<file path="src/rtl/uart_program_loader_if.sv">
// rtl/uart_program_loader_if.sv - program-word output bus from the UART loader to the programmer
interface uart_program_loader_if;
  logic [15:0] prog_word;
  logic [14:0] prog_addr;
  logic        prog_valid;

  modport master (output prog_word, output prog_addr, output prog_valid);
  modport slave  (input prog_word, input prog_addr, input prog_valid);
endinterface

</file>
<file path="src/rtl/uart_program_loader.sv">
// rtl/uart_program_loader.sv - UART boot loader assembling a framed image into 16-bit program words (optional trailing checksum: UART_LOADER_CHECKSUM_EN)
module uart_program_loader #(
  parameter int         CLKS_PER_BIT = 434,
  parameter logic [7:0] SYNC_BYTE    = 8'hA5
) (
  input  logic                         clk,
  input  logic                         reset,
  input  logic                         rx,
  uart_program_loader_if.master        prog,
  output logic                         lm_out,
  output logic                         done,
  output logic                         err
);

  localparam logic [15:0] BIT_LAST  = 16'(CLKS_PER_BIT - 1);
  localparam logic [15:0] HALF_LAST = 16'(CLKS_PER_BIT / 2 - 1);

  // ---------------- RX front end ----------------
  typedef enum logic [1:0] {RX_IDLE, RX_START, RX_DATA, RX_STOP} rx_state_t;

  rx_state_t   r_rx_state, w_rx_next;
  logic        r_rx_sync1, r_rx_sync2, r_rx_prev;
  logic [15:0] r_cnt;
  logic [2:0]  r_bit_idx;
  logic [7:0]  r_shift;
  logic        r_byte_rdy, r_frame_err;
  logic        w_bit_end, w_half_end, w_rx_fall;

  assign w_bit_end  = (r_cnt == BIT_LAST);
  assign w_half_end = (r_cnt == HALF_LAST);
  assign w_rx_fall  = r_rx_prev & ~r_rx_sync2;

  // RX state register
  always_ff @(posedge clk or negedge reset) begin
    if (!reset) r_rx_state <= RX_IDLE;
    else        r_rx_state <= w_rx_next;
  end

  // RX next state: start on a falling edge, reject glitches at mid start bit
  always_comb begin
    w_rx_next = r_rx_state;
    case (r_rx_state)
      RX_IDLE:  if (w_rx_fall) w_rx_next = RX_START;
      RX_START: if (w_half_end) w_rx_next = r_rx_sync2 ? RX_IDLE : RX_DATA;
      RX_DATA:  if (w_bit_end && r_bit_idx == 3'd7) w_rx_next = RX_STOP;
      RX_STOP:  if (w_bit_end) w_rx_next = RX_IDLE;
      default:  w_rx_next = RX_IDLE;
    endcase
  end

  // RX datapath: synchronizer, bit timer, shifter and byte/framing pulses
  always_ff @(posedge clk or negedge reset) begin
    if (!reset) begin
      r_rx_sync1  <= 1'b1;
      r_rx_sync2  <= 1'b1;
      r_rx_prev   <= 1'b1;
      r_cnt       <= 16'd0;
      r_bit_idx   <= 3'd0;
      r_shift     <= 8'd0;
      r_byte_rdy  <= 1'b0;
      r_frame_err <= 1'b0;
    end else begin
      r_rx_sync1  <= rx;
      r_rx_sync2  <= r_rx_sync1;
      r_rx_prev   <= r_rx_sync2;
      r_byte_rdy  <= 1'b0;
      r_frame_err <= 1'b0;
      case (r_rx_state)
        RX_IDLE: r_cnt <= 16'd0;
        RX_START: begin
          r_cnt     <= w_half_end ? 16'd0 : r_cnt + 16'd1;
          r_bit_idx <= 3'd0;
        end
        RX_DATA: begin
          if (w_bit_end) begin
            r_cnt     <= 16'd0;
            r_shift   <= {r_rx_sync2, r_shift[7:1]};
            r_bit_idx <= r_bit_idx + 3'd1;
          end else begin
            r_cnt <= r_cnt + 16'd1;
          end
        end
        RX_STOP: begin
          if (w_bit_end) begin
            r_cnt       <= 16'd0;
            r_byte_rdy  <= r_rx_sync2;
            r_frame_err <= ~r_rx_sync2;
          end else begin
            r_cnt <= r_cnt + 16'd1;
          end
        end
        default: r_cnt <= 16'd0;
      endcase
    end
  end

  // ---------------- frame FSM ----------------
  typedef enum logic [2:0] {
    S_IDLE, S_CNT_HI, S_CNT_LO, S_DATA_HI, S_DATA_LO,
`ifdef UART_LOADER_CHECKSUM_EN
    S_CHK,
`endif
    S_DONE, S_ERR
  } state_t;

`ifdef UART_LOADER_CHECKSUM_EN
  localparam state_t S_AFTER_DATA = S_CHK;
`else
  localparam state_t S_AFTER_DATA = S_DONE;
`endif

  state_t      r_state, w_next;
  logic [15:0] r_n;
  logic [15:0] r_word_cnt;
  logic [7:0]  r_hi;
  logic [15:0] r_prog_word;
  logic [14:0] r_prog_addr;
  logic        r_prog_valid;
  logic [15:0] w_n_next;
  logic        w_is_sync, w_last_word;
`ifdef UART_LOADER_CHECKSUM_EN
  logic [7:0]  r_sum;
`endif

  assign w_n_next    = {r_n[15:8], r_shift};
  assign w_is_sync   = r_byte_rdy && (r_shift == SYNC_BYTE);
  assign w_last_word = ((r_word_cnt + 16'd1) == r_n);

  // Frame state register
  always_ff @(posedge clk or negedge reset) begin
    if (!reset) r_state <= S_IDLE;
    else        r_state <= w_next;
  end

  // Frame next state: framing errors abort any active load
  always_comb begin
    w_next = r_state;
    case (r_state)
      S_IDLE, S_DONE, S_ERR: if (w_is_sync) w_next = S_CNT_HI;
      S_CNT_HI: begin
        if (r_frame_err)     w_next = S_ERR;
        else if (r_byte_rdy) w_next = S_CNT_LO;
      end
      S_CNT_LO: begin
        if (r_frame_err) w_next = S_ERR;
        else if (r_byte_rdy) begin
          if (w_n_next > 16'd32768)  w_next = S_ERR;
          else if (w_n_next == 16'd0) w_next = S_AFTER_DATA;
          else                        w_next = S_DATA_HI;
        end
      end
      S_DATA_HI: begin
        if (r_frame_err)     w_next = S_ERR;
        else if (r_byte_rdy) w_next = S_DATA_LO;
      end
      S_DATA_LO: begin
        if (r_frame_err)     w_next = S_ERR;
        else if (r_byte_rdy) w_next = w_last_word ? S_AFTER_DATA : S_DATA_HI;
      end
`ifdef UART_LOADER_CHECKSUM_EN
      S_CHK: begin
        if (r_frame_err)     w_next = S_ERR;
        else if (r_byte_rdy) w_next = (r_shift == r_sum) ? S_DONE : S_ERR;
      end
`endif
      default: w_next = S_IDLE;
    endcase
  end

  // Status outputs; load mode is held through the final strobe cycle
  always_comb begin
    lm_out = 1'b0;
    done   = 1'b0;
    err    = 1'b0;
    case (r_state)
      S_CNT_HI, S_CNT_LO, S_DATA_HI, S_DATA_LO: lm_out = 1'b1;
`ifdef UART_LOADER_CHECKSUM_EN
      S_CHK:  lm_out = 1'b1;
`endif
      S_DONE: done = 1'b1;
      S_ERR:  err  = 1'b1;
      default: ;
    endcase
    if (r_prog_valid) lm_out = 1'b1;
  end

  // Frame datapath: count, word assembly, address counter and checksum
  always_ff @(posedge clk or negedge reset) begin
    if (!reset) begin
      r_n          <= 16'd0;
      r_word_cnt   <= 16'd0;
      r_hi         <= 8'd0;
      r_prog_word  <= 16'd0;
      r_prog_addr  <= 15'd0;
      r_prog_valid <= 1'b0;
`ifdef UART_LOADER_CHECKSUM_EN
      r_sum        <= 8'd0;
`endif
    end else begin
      r_prog_valid <= 1'b0;
      if (r_byte_rdy) begin
        case (r_state)
          S_IDLE, S_DONE, S_ERR: begin
            if (w_is_sync) begin
              r_word_cnt <= 16'd0;
`ifdef UART_LOADER_CHECKSUM_EN
              r_sum      <= 8'd0;
`endif
            end
          end
          S_CNT_HI: r_n[15:8] <= r_shift;
          S_CNT_LO: r_n[7:0]  <= r_shift;
          S_DATA_HI: begin
            r_hi  <= r_shift;
`ifdef UART_LOADER_CHECKSUM_EN
            r_sum <= r_sum + r_shift;
`endif
          end
          S_DATA_LO: begin
            r_prog_word  <= {r_hi, r_shift};
            r_prog_addr  <= r_word_cnt[14:0];
            r_prog_valid <= 1'b1;
            r_word_cnt   <= r_word_cnt + 16'd1;
`ifdef UART_LOADER_CHECKSUM_EN
            r_sum        <= r_sum + r_shift;
`endif
          end
          default: ;
        endcase
      end
    end
  end

  assign prog.prog_word  = r_prog_word;
  assign prog.prog_addr  = r_prog_addr;
  assign prog.prog_valid = r_prog_valid;

endmodule

</file>
<file path="src/flat_wrapper.sv">
// flat-port wrapper written by rule: the top's interface ports become plain ports
module uart_program_loader_flat 
#(
  parameter int         CLKS_PER_BIT = 434,
  parameter logic [7:0] SYNC_BYTE    = 8'hA5
)
  (clk, reset, rx, lm_out, done, err, prog_prog_word, prog_prog_addr, prog_prog_valid);
  uart_program_loader_if prog_i ();
  input  logic clk;
  input  logic reset;
  input  logic rx;
  output logic lm_out;
  output logic done;
  output logic err;
  output wire logic [$bits(prog_i.prog_word)-1:0] prog_prog_word;
  output wire logic [$bits(prog_i.prog_addr)-1:0] prog_prog_addr;
  output wire logic [$bits(prog_i.prog_valid)-1:0] prog_prog_valid;
  assign prog_prog_word = prog_i.prog_word;
  assign prog_prog_addr = prog_i.prog_addr;
  assign prog_prog_valid = prog_i.prog_valid;
  uart_program_loader #(.CLKS_PER_BIT(CLKS_PER_BIT), .SYNC_BYTE(SYNC_BYTE)) u_core (.clk(clk), .reset(reset), .rx(rx), .prog(prog_i), .lm_out(lm_out), .done(done), .err(err));
endmodule
</file>
<file path="config.mk">
export PLATFORM = sky130hd
export DESIGN_NAME = uart_program_loader_flat
export DESIGN_NICKNAME = d
export VERILOG_FILES = /design/src/rtl/uart_program_loader_if.sv /design/src/rtl/uart_program_loader.sv /design/src/flat_wrapper.sv
export SDC_FILE = /design/constraint.sdc
export NUM_CORES = 1
export LEC_CHECK = 0
export CORE_MARGIN = 5
export CORE_UTILIZATION = 40
export CTS_BUF_LIST = sky130_fd_sc_hd__clkbuf_4
export DETAILED_ROUTE_END_ITERATION = 16
export PLACE_DENSITY = 0.67
export SYNTH_ARGS = -nofsm -noshare
export SYNTH_HDL_FRONTEND = slang
export SYNTH_SLANG_ARGS = --single-unit
</file>
<file path="constraint.sdc">
create_clock -name clk -period 3.45 [get_ports clk]
set_clock_uncertainty 0.2 [all_clocks]
set_input_delay 0.69 -clock clk [delete_from_list [all_inputs] [get_ports clk]]
set_output_delay 0.69 -clock clk [all_outputs]
set_load 0.05 [all_outputs]
</file>
# --- Word-level counts from Yosys, hierarchy flattened ---
# Index checks and enable logic that the tools add are counted.
totals:
  register_bits: 109
  in_bits: 3
  output_inout_bits: 35
  wordCells: 102
op_classes:
  add_sub_neg: 3
  magnitude_cmp: 1
  n_eq_ne: 24
  mux: 36
  bitwise_logic: 2
  reduce_logical: 19
ops:
  columns: ["operator", "n"]
  rows:
  - ["two-way mux 16 bit", 3]
  - ["one-hot mux 16 bit (3 select lines)", 1]
  - ["two-way mux 3 bit", 13]
  - ["adder 16 x 1 -> 16 bit, second input constant", 2]
  - ["one-hot mux 16 bit (2 select lines)", 1]
  - ["equality test 16 bit", 1]
  - ["equality test 16 x 8 -> 1 bit, second input constant", 1]
  - ["equality test 16 x 9 -> 1 bit, second input constant", 1]
  - ["> comparator 16 bit, second input constant", 1]
  - ["zero test 16 bit", 1]
  - ["one-hot mux 3 bit (5 select lines)", 1]
  - ["equality test 3 bit, second input constant", 4]
  - ["!= test 2 x 1 -> 1 bit, second input constant", 6]
  - ["!= test 3 x 1 -> 1 bit, second input constant", 4]
  - ["AND reduction 2 bit", 6]
  - ["two-way mux 1 bit", 10]
  - ["two-way mux 2 bit", 5]
  - ["equality test 8 bit, second input constant", 1]
  - ["one-hot mux 2 bit (4 select lines)", 1]
  - ["equality test 3 x 2 -> 1 bit, second input constant", 2]
  - ["one-hot mux 3 bit (2 select lines)", 1]
  - ["AND reduction 5 bit", 1]
  - ["equality test 2 bit, second input constant", 2]
  - ["AND reduction 4 bit", 1]
  - ["13 further kinds", 15]

# --- Logic depth before layout (Yosys ltp) ---
# Gate-level depths: netlist (run 1).
depth:
  depth_word: 6
  depth_mapped: 9
  depth_no_buf: 8

# --- Least setup slack after synthesis (run 1) ---
# Ideal clock, no wire load.
synth_timing:
  path_type: "register to register"
  from: "register u_core.r_word_cnt[0]"
  to: "register u_core.r_state[1]"
  setup_ns: 0.130
  arrival_ns: 2.222
  required_ns: 3.120
  path_slack_ns: 0.898
  path_stages_with_launch: 9
  n_path_buf: 1
  synth_period_minus_slack_ns: 2.552
  cell_sequence: "dfrtp_1 > ha_1 > nand3_1 > buf_2 > nor4b_1 > nor3_1 > or4_4 > a2111oi_4 > o21bai_1"
synth_between:
  elab_chain_len: 6
synth_lines:
  columns: ["item", "line_no", "text"]
  rows:
  - ["start, declared", "uart_program_loader.sv:114", "logic [15:0] r_word_cnt;"]
  - ["start signal, assigned", "uart_program_loader.sv:223", "r_word_cnt <= r_word_cnt + 16'd1;"]
  - ["adder 16 x 1 -> 16 bit", "uart_program_loader.sv:127", "assign w_last_word = ((r_word_cnt + 16'd1) == r_n);"]
  - ["equality test 16 bit", "uart_program_loader.sv:127", null]
  - ["two-way mux 3 bit (2 in series)", "uart_program_loader.sv:158", "else if (r_byte_rdy) w_next = w_last_word ? S_AFTER_DATA : S_DATA_HI;"]
  - ["two-way mux 3 bit", "uart_program_loader.sv:157", "if (r_frame_err) w_next = S_ERR;"]
  - ["one-hot mux 3 bit (5 select lines)", "uart_program_loader.sv:138", "case (r_state)"]
  - ["end signal, assigned", "uart_program_loader.sv:132", "else r_state <= w_next;"]
  - ["end, declared", "uart_program_loader.sv:112", "state_t r_state, w_next;"]
# No other way between the ends. The select of a mux whose other input is x is not followed.
# A chain may end at the register's enable or synchronous reset.

# --- Final worst setup path (run 1) ---
layout_timing:
  from: "register u_core.r_state[1]"
  to: "output lm_out"
layout_between:
  elab_chain_len: 4
  word_cells_on_any_way: 7
  cone_classes: "4 x eq/ne; 2 x mux; 1 x reduce/logical"
layout_lines:
  columns: ["item", "line_no", "text"]
  rows:
  - ["equality test 3 x 1 -> 1 bit (tied with other cells)", "uart_program_loader.sv:175", "case (r_state)"]
  - ["OR reduction 4 bit *", "uart_program_loader.sv:175", null]
  - ["two-way mux 1 bit *", "uart_program_loader.sv:175", null]
  - ["two-way mux 1 bit *", "uart_program_loader.sv:184", "if (r_prog_valid) lm_out = 1'b1;"]
  - ["end, declared", "flat_wrapper.sv:12", "output logic lm_out;"]
# Mark *: on every way between the ends. The rest lies on a longest branch, timed or not.

==> results by group, run 1 <==
Routing
  • Vias: 4,072
  • Initial DRC count: 349
  • Antenna violation net count after detailed routing: 0
  • DRC viols: 0
  • Vias per cell: 5.36
  • Drt total wl: 11.5 mm
  • Per-cell routed wire length: 15.2 microns
  • DRT Pass-1 Iters: 4

Yosys
  • Register area share after synthesis: 50.7%
  • Dominant cells by area after synthesis: dfrtp_1, nand2_1, mux2_2, nor2_1, xor2_1
  • Post-synth top flop: dfrtp_1
  • Most frequent cells after synthesis: nand2_1, dfrtp_1, nor2_1
  • Post-synth EDFFs: 0
  • Syn Inst Count: 556
  • Synth warn: 0
  • Avg Cell Area, Syn: 9.69 sq um
  • Syn_nets: 565
  • Most numerous cell in the Yosys netlist: nand2_1
  • Mapped cell area: 5390 sq um
  • Netlist cell types: 58
  • Synth top area share: 49.3%
  • Post-synth ARST share: 100%
  • Yosys reg bits: 109
  • Cell accounting for the most synthesized area: dfrtp_1

Setup path
  • CP max FO: 11
  • CP Data Arrival Time: 2.32 ns
  • Critical path class: flip-flop to output port
  • Type of origin of the critical path: flip-flop
  • Crit path required time: 2.56 ns
  • Crit path capture type: output port

Place
  • Final RePlAce weighted congestion: 0.845
  • Pre-CTS setup slack: 0.631 ns
  • Placed cell count: 744
  • Post-DP HPWL: 8.13 mm
  • Port Buffers: 37

GRT
  • GRT overflow: 0
  • Antenna violations before repair: 0
  • Largest net degree at the start of global routing: 56
  • First-pass GRT wire length: 20.1 mm
  • Total track usage: 15.3%
  • Number of global-route vias before repair: 4,132

Power and ir drop
  • Tot Pwr: 2.18 mW
  • P_leak: 2.78 nW
  • PwrDens: 361 nW/um^2
  • VDD IR max: 257 uV

Flow run
  • Max Cap Violations: 0

STA
  • Slew HR: 52.7%
  • RSZ-0062 raised after global routing: no
  • Final slew viol count: 0
  • Final setup vio count: 0
  • Post-route setup TNS: 0 ns
  • Fmax: 311 MHz
  • Min Tclk post-route: 3.21 ns
  • Worst-Margin Slew: 0.709 ns
  • Ratio of final minimum period to clock period: 93.2%
  • Final worst slack: 0.235 ns
  • Hold Slack: 0.0310 ns
  • Hold Fails Final Rpt: 0

Clocking
  • Post-CTS sizing: 0
  • CTS H-tree depth: 3
  • Postcts setup bufs: 0
  • Worst-path clk slew: 0.17 ns
  • Clock root cell: clkbuf_4
  • CTS Buf Count: 9
  • Clock Tree Buf Depth: 2
  • Worst-Skew Late Latency: 0.49 ns
  • Hold_buf cts: 0
  • CTS Sinks: 109
  • CTS tree: built

Floorplanning
  • Die H: 126 microns
  • DIE WIDTH: 126 microns
  • Initial Utilization: 40.7%
  • Boundary Pins: 38
  • Die area: 15,900 sq um
  • Core Area: 13,200 sq um
  • Num rows: 42

Layout
  • FF/Latch Area: 2730 sq um
  • Share of cells above drive strength 1: 11.1%
  • Fill cell count: 1,287
  • Area growth, synth to finish: 12.2%
  • Multi-input logic area: 2460 sq um
  • # nets final: 588
  • Fin cells: 760
  • Ant. Diodes: 0

Outcome
  • Run status: completed

Worst hold path
  • HP Class: input pin to asynchronous set/reset pin
sequential cells by signal (all words and copies together), names as in the netlist, 3 cells and up, named ones only:
signal and cells:
u_core.r_bit_idx 3, u_core.prog.prog_word 16, u_core.r_cnt 16, u_core.prog.prog_addr 15
u_core.r_shift 8, u_core.r_hi 8, u_core.r_n 16, u_core.r_word_cnt 16
u_core.r_state 3
kinds of logic (layout without fill, tap and decap cells):
kind of cell / Yosys count / count (layout) / share of synthesized area [%]
AND/OR/NAND/NOR: 244 / 244 / 21.1
flip-flops: 109 / 109 / 50.7
AO/OA/AOI/OAI: 81 / 81 / 10.5
buffers and inverters: 48 / 76 / 3.67
XOR/XNOR: 34 / 34 / 5.53
multiplexers: 33 / 33 / 6.88
adder cells (fa/ha/maj): 7 / 7 / 1.58
power by group:
| part | internal (mW) | switching [mW] | total [mW] | leakage, nW |
|---|---|---|---|---|
| Combinational | 0.0581 | 0.112 | 0.170 | 1.20 |
| Sequential | 1.31 | 0.0455 | 1.35 | 1.51 |
| Clock | 0.236 | 0.427 | 0.662 | 0.0772 |
| Total | 1.60 | 0.584 | 2.18 | 2.78 |
cell type report:
class | count | share of cell area [%]
flip-flops and latches | 109 | 45.2
multi-input cells | 399 | 40.6
repair buffers | 43 | 7.04
well taps | 176 | 3.64
clock buffers | 10 | 1.24
clock inverters | 6 | 1.20
inverters | 17 | 1.06
critical path, stage by stage (launching register included):
cell             delay [ns]
dfrtp_1                0.52
nor2_1                 0.30
nor2_1                 0.07
o21bai_1               0.14
clkdlybuf4s50_1        0.82
stage by stage:
step	util [%]	cell area, sq um
2_1_floorplan	-	5390
3_3_place_gp	44.5	5900
3_5_place_dp	44.5	5900
4_1_cts	45.6	6040
5_1_grt	45.6	6040
6_report	45.6	6040
path summary, 6_finish.rpt:
path,startpoint,to,slack (ns),depth (start not counted)
worst max-delay path,u_core.r_state[1],lm_out,0.24,4
worst min-delay path,reset,u_core.r_hi[3],0.03,1
worst max register to register,u_core.r_word_cnt[0],u_core.r_state[1],0.62,8
worst min register to register,u_core.r_rx_sync1,u_core.r_rx_sync2,0.17,0
max in group asynchronous,reset,u_core.r_rx_prev,2.22,2
min in group clk,u_core.r_rx_sync1,u_core.r_rx_sync2,0.17,0
layout by cell type (no fill, tap or decap), types with 10 or more instances in the layout:
master | synthesis | layout
clkbuf_4 | 0 | 10
clkdlybuf4s50_1 | 0 | 36
dfrtp_1 | 106 | 106
inv_1 | 17 | 17
mux2_2 | 32 | 32
nand2_1 | 115 | 115
nand3_1 | 22 | 22
nor2_1 | 50 | 50
o21ai_0 | 18 | 18
o31ai_1 | 16 | 16
xnor2_1 | 16 | 16
xor2_1 | 18 | 18
layer usage:
| layer | part of all wire, % | vias to the layer above | wire length [microns] | GRT usage [%] |
|---|---|---|---|---|
| li1 | - | 1972 | - | - |
| met1 | 42 | 1998 | 4900 | 18.4 |
| met2 | 52 | 81 | 5980 | 26.4 |
| met3 | 3.6 | 21 | 421 | 4.28 |
| met4 | 2.1 | 0 | 246 | 5.05 |
| met5 | 0 | - | 0 | 0 |
(Power assumes the default switching activity.)
==> run 2: changes to the inputs <==
ABC_AREA = 1   (was unset)
==> results by group, run 2 <==
Outcome
  • Run status: completed

Yosys
  • Dominant cells by area after synthesis: dfrtp_1, nand2_1, o21ai_0, inv_1, nand3_1
  • Cell accounting for the most synthesized area: dfrtp_1
  • Post-synth EDFFs: 0 (unchanged)
  • Post-synth top flop: dfrtp_1
  • Avg Cell Area, Syn: 8.21 sq um (-15%)
  • Most numerous cell in the Yosys netlist: nand2_1
  • Syn_nets: 640 (+13%)
  • Netlist cell types: 38 (-34%)
  • Mapped cell area: 5180 sq um (-3.9%)
  • Register area share after synthesis: 52.8% (+2.0 points)
  • Synth top area share: 51.2% (+2.0 points)
  • Syn Inst Count: 631 (+13%)
  • Most frequent cells after synthesis: nand2_1, dfrtp_1, o21ai_0
  • Synth warn: 0 (unchanged)
  • Yosys reg bits: 109 (unchanged)
  • Post-synth ARST share: 100% (unchanged)

GRT
  • Antenna violations before repair: 0 (unchanged)
  • Largest net degree at the start of global routing: 66 (+18%)
  • Total track usage: 16.7% (+1.4 points)
  • GRT overflow: 0 (unchanged)
  • Number of global-route vias before repair: 4,269 (+3.3%)
  • First-pass GRT wire length: 20.4 mm (+1.5%)

Routing
  • Drt total wl: 11.7 mm (+1.3%)
  • Initial DRC count: 328 (-6.0%)
  • Vias per cell: 5.02 (-6.4%)
  • DRC viols: 0 (unchanged)
  • Antenna violation net count after detailed routing: 0 (unchanged)
  • Vias: 4,224 (+3.7%)
  • Per-cell routed wire length: 13.9 microns (-8.6%)
  • DRT Pass-1 Iters: 5 (+1)

Floorplanning
  • Num rows: 41 (-2.4%)
  • DIE WIDTH: 124 microns (-1.8%)
  • Initial Utilization: 40.9% (+0.20 points)
  • Core Area: 12,700 sq um (-4.3%)
  • Boundary Pins: 38 (unchanged)
  • Die H: 124 microns (-1.8%)
  • Die area: 15,300 sq um (-3.6%)

Clocking
  • Clock Tree Buf Depth: 2 (unchanged)
  • Clock root cell: clkbuf_4
  • Hold_buf cts: 0 (unchanged)
  • Worst-Skew Late Latency: 0.45 ns (-0.04 ns)
  • CTS tree: built
  • CTS Sinks: 109 (unchanged)
  • Worst-path clk slew: 0.16 ns (about the same)
  • CTS Buf Count: 9 (unchanged)
  • CTS H-tree depth: 3 (unchanged)

Setup path
  • Crit path required time: 2.56 ns (about the same)
  • R2r worst-path depth: 7 (-1)
  • Crit path capture type: output port
  • CP Data Arrival Time: 2.13 ns (-0.19 ns)
  • Critical path class: flip-flop to output port
  • Type of origin of the critical path: flip-flop
  • CP max FO: 6 (-5)

Place
  • Post-DP HPWL: 8.40 mm (+3.3%)
  • Final RePlAce weighted congestion: 0.943 (+12%)
  • Placed cell count: 826 (+11%)
  • Port Buffers: 37 (unchanged)

Layout
  • Most frequent cells in the layout: nand2_1, dfrtp_1, o21ai_0, inv_1, nor2_1
  • Area growth, synth to finish: 13.3%
  • Fill cell count: 1,243 (-3.4%)
  • Commonest non-fill, non-tap cell in the layout: nand2_1
  • Util after Layout: 46.3% (+0.65 points)
  • Share of cells above drive strength 1: 6.57% (-4.6 points)
  • Fin cells: 842 (+11%)
  • Ant. Diodes: 0 (unchanged)
  • # nets final: 674 (+15%)

Flow run
  • Max Cap Violations: 0 (unchanged)

Power and ir drop
  • P_leak: 2.63 nW (-5.4%)
  • PwrDens: 377 nW/um^2 (+4.4%)
  • Tot Pwr: 2.21 mW (+1.3%)
  • VDD IR max: 285 uV (+11%)

STA
  • Fmax: 331 MHz (+6.5%)
  • Post-route setup TNS: 0 ns (unchanged)
  • Final slew viol count: 0 (unchanged)
  • RSZ-0062 raised after global routing: no
  • Worst-Margin Slew: 1.00 ns (+0.292 ns)
  • Slew HR: 33.1% (-20 points)
  • Hold Slack: 0.117 ns (+0.0862 ns)
  • Final setup vio count: 0 (unchanged)
  • Ratio of final minimum period to clock period: 87.5% (-5.7 points)
  • Hold Fails Final Rpt: 0 (unchanged)
  • Min Tclk post-route: 3.02 ns (-0.196 ns)

Worst hold path
  • HP Class: input pin to asynchronous set/reset pin
## run 2: cell types whose count changed in the layout (fill, tap and decap cells not counted), sizes merged, moves of 14 or more
cell   change
xnor2     -14
o21ai     +61
inv       +53
mux2      -32
nand3     +16
xor2      -14
o31ai     -15
nand2     +79
## run 2: layout make-up
class | count | area (sq um) | area share (%)
flip-flops and latches | 109 | 2730 | 46.6
multi-input cells | 437 | 2120 | 36.1
repair buffers | 39 | 398 | 6.78
inverters | 69 | 259 | 4.42
well taps | 172 | 215 | 3.67
clock buffers | 10 | 75.1 | 1.28
clock inverters | 6 | 71.3 | 1.22
## run 2: worst max-delay path: stages (launching register included)
cell and delay [ns]:
dfrtp_1 0.48, inv_1 0.07, nor3_1 0.27, clkdlybuf4s50_1 0.86
## run 2: worst paths after layout
| kind | startpoint | to | slack [ns] |
|---|---|---|---|
| max in group asynchronous | reset | u_core.r_rx_sync1 | 2.15 |
| max reg2reg | u_core.r_state[0] | u_core.prog.prog_addr[1] | 0.87 |
| min reg2reg | u_core.r_rx_sync1 | u_core.r_rx_sync2 | 0.17 |
| min | reset | u_core.prog.prog_addr[14] | 0.12 |
| min in group clk | u_core.r_rx_sync1 | u_core.r_rx_sync2 | 0.17 |
| max | u_core.r_state[2] | done | 0.43 |
## run 2: cell families after synthesis
family                   share of synthesized area (%)
AND/OR/NAND/NOR                                   27.1
flip-flops                                        52.8
AO/OA/AOI/OAI                                     10.8
buffers and inverters                             6.38
XOR/XNOR                                          1.47
adder cells (fa/ha/maj)                           1.45
## run 2: stage by stage
step                      instance area (sq um)  setup slack (ns)
after global routing                       5870             0.332
after CTS                                  5860             0.110
after detailed placement                   5720             0.644
final                                      5870             0.432
after floorplan                            5180             0.733
after global placement                     5720             0.722
## run 2: repair_timing
action | 4_1_cts | 5_1_grt
gates resized for setup | 0 | 1
buffers inserted | 0 | 0
endpoints found under the setup margin | 0 | 1
## run 2: where the power goes
part,internal (mW),switching (mW)
sequential,1.30,0.0271
combinational,0.0646,0.163
clock,0.237,0.416
## run 2: layer usage
metal | track usage, % | part of all wire, %
met3 | 3.36 | 3.8
met1 | 20.4 | 43
met4 | 3.74 | 1.2
met5 | 0 | 0
met2 | 30.2 | 52
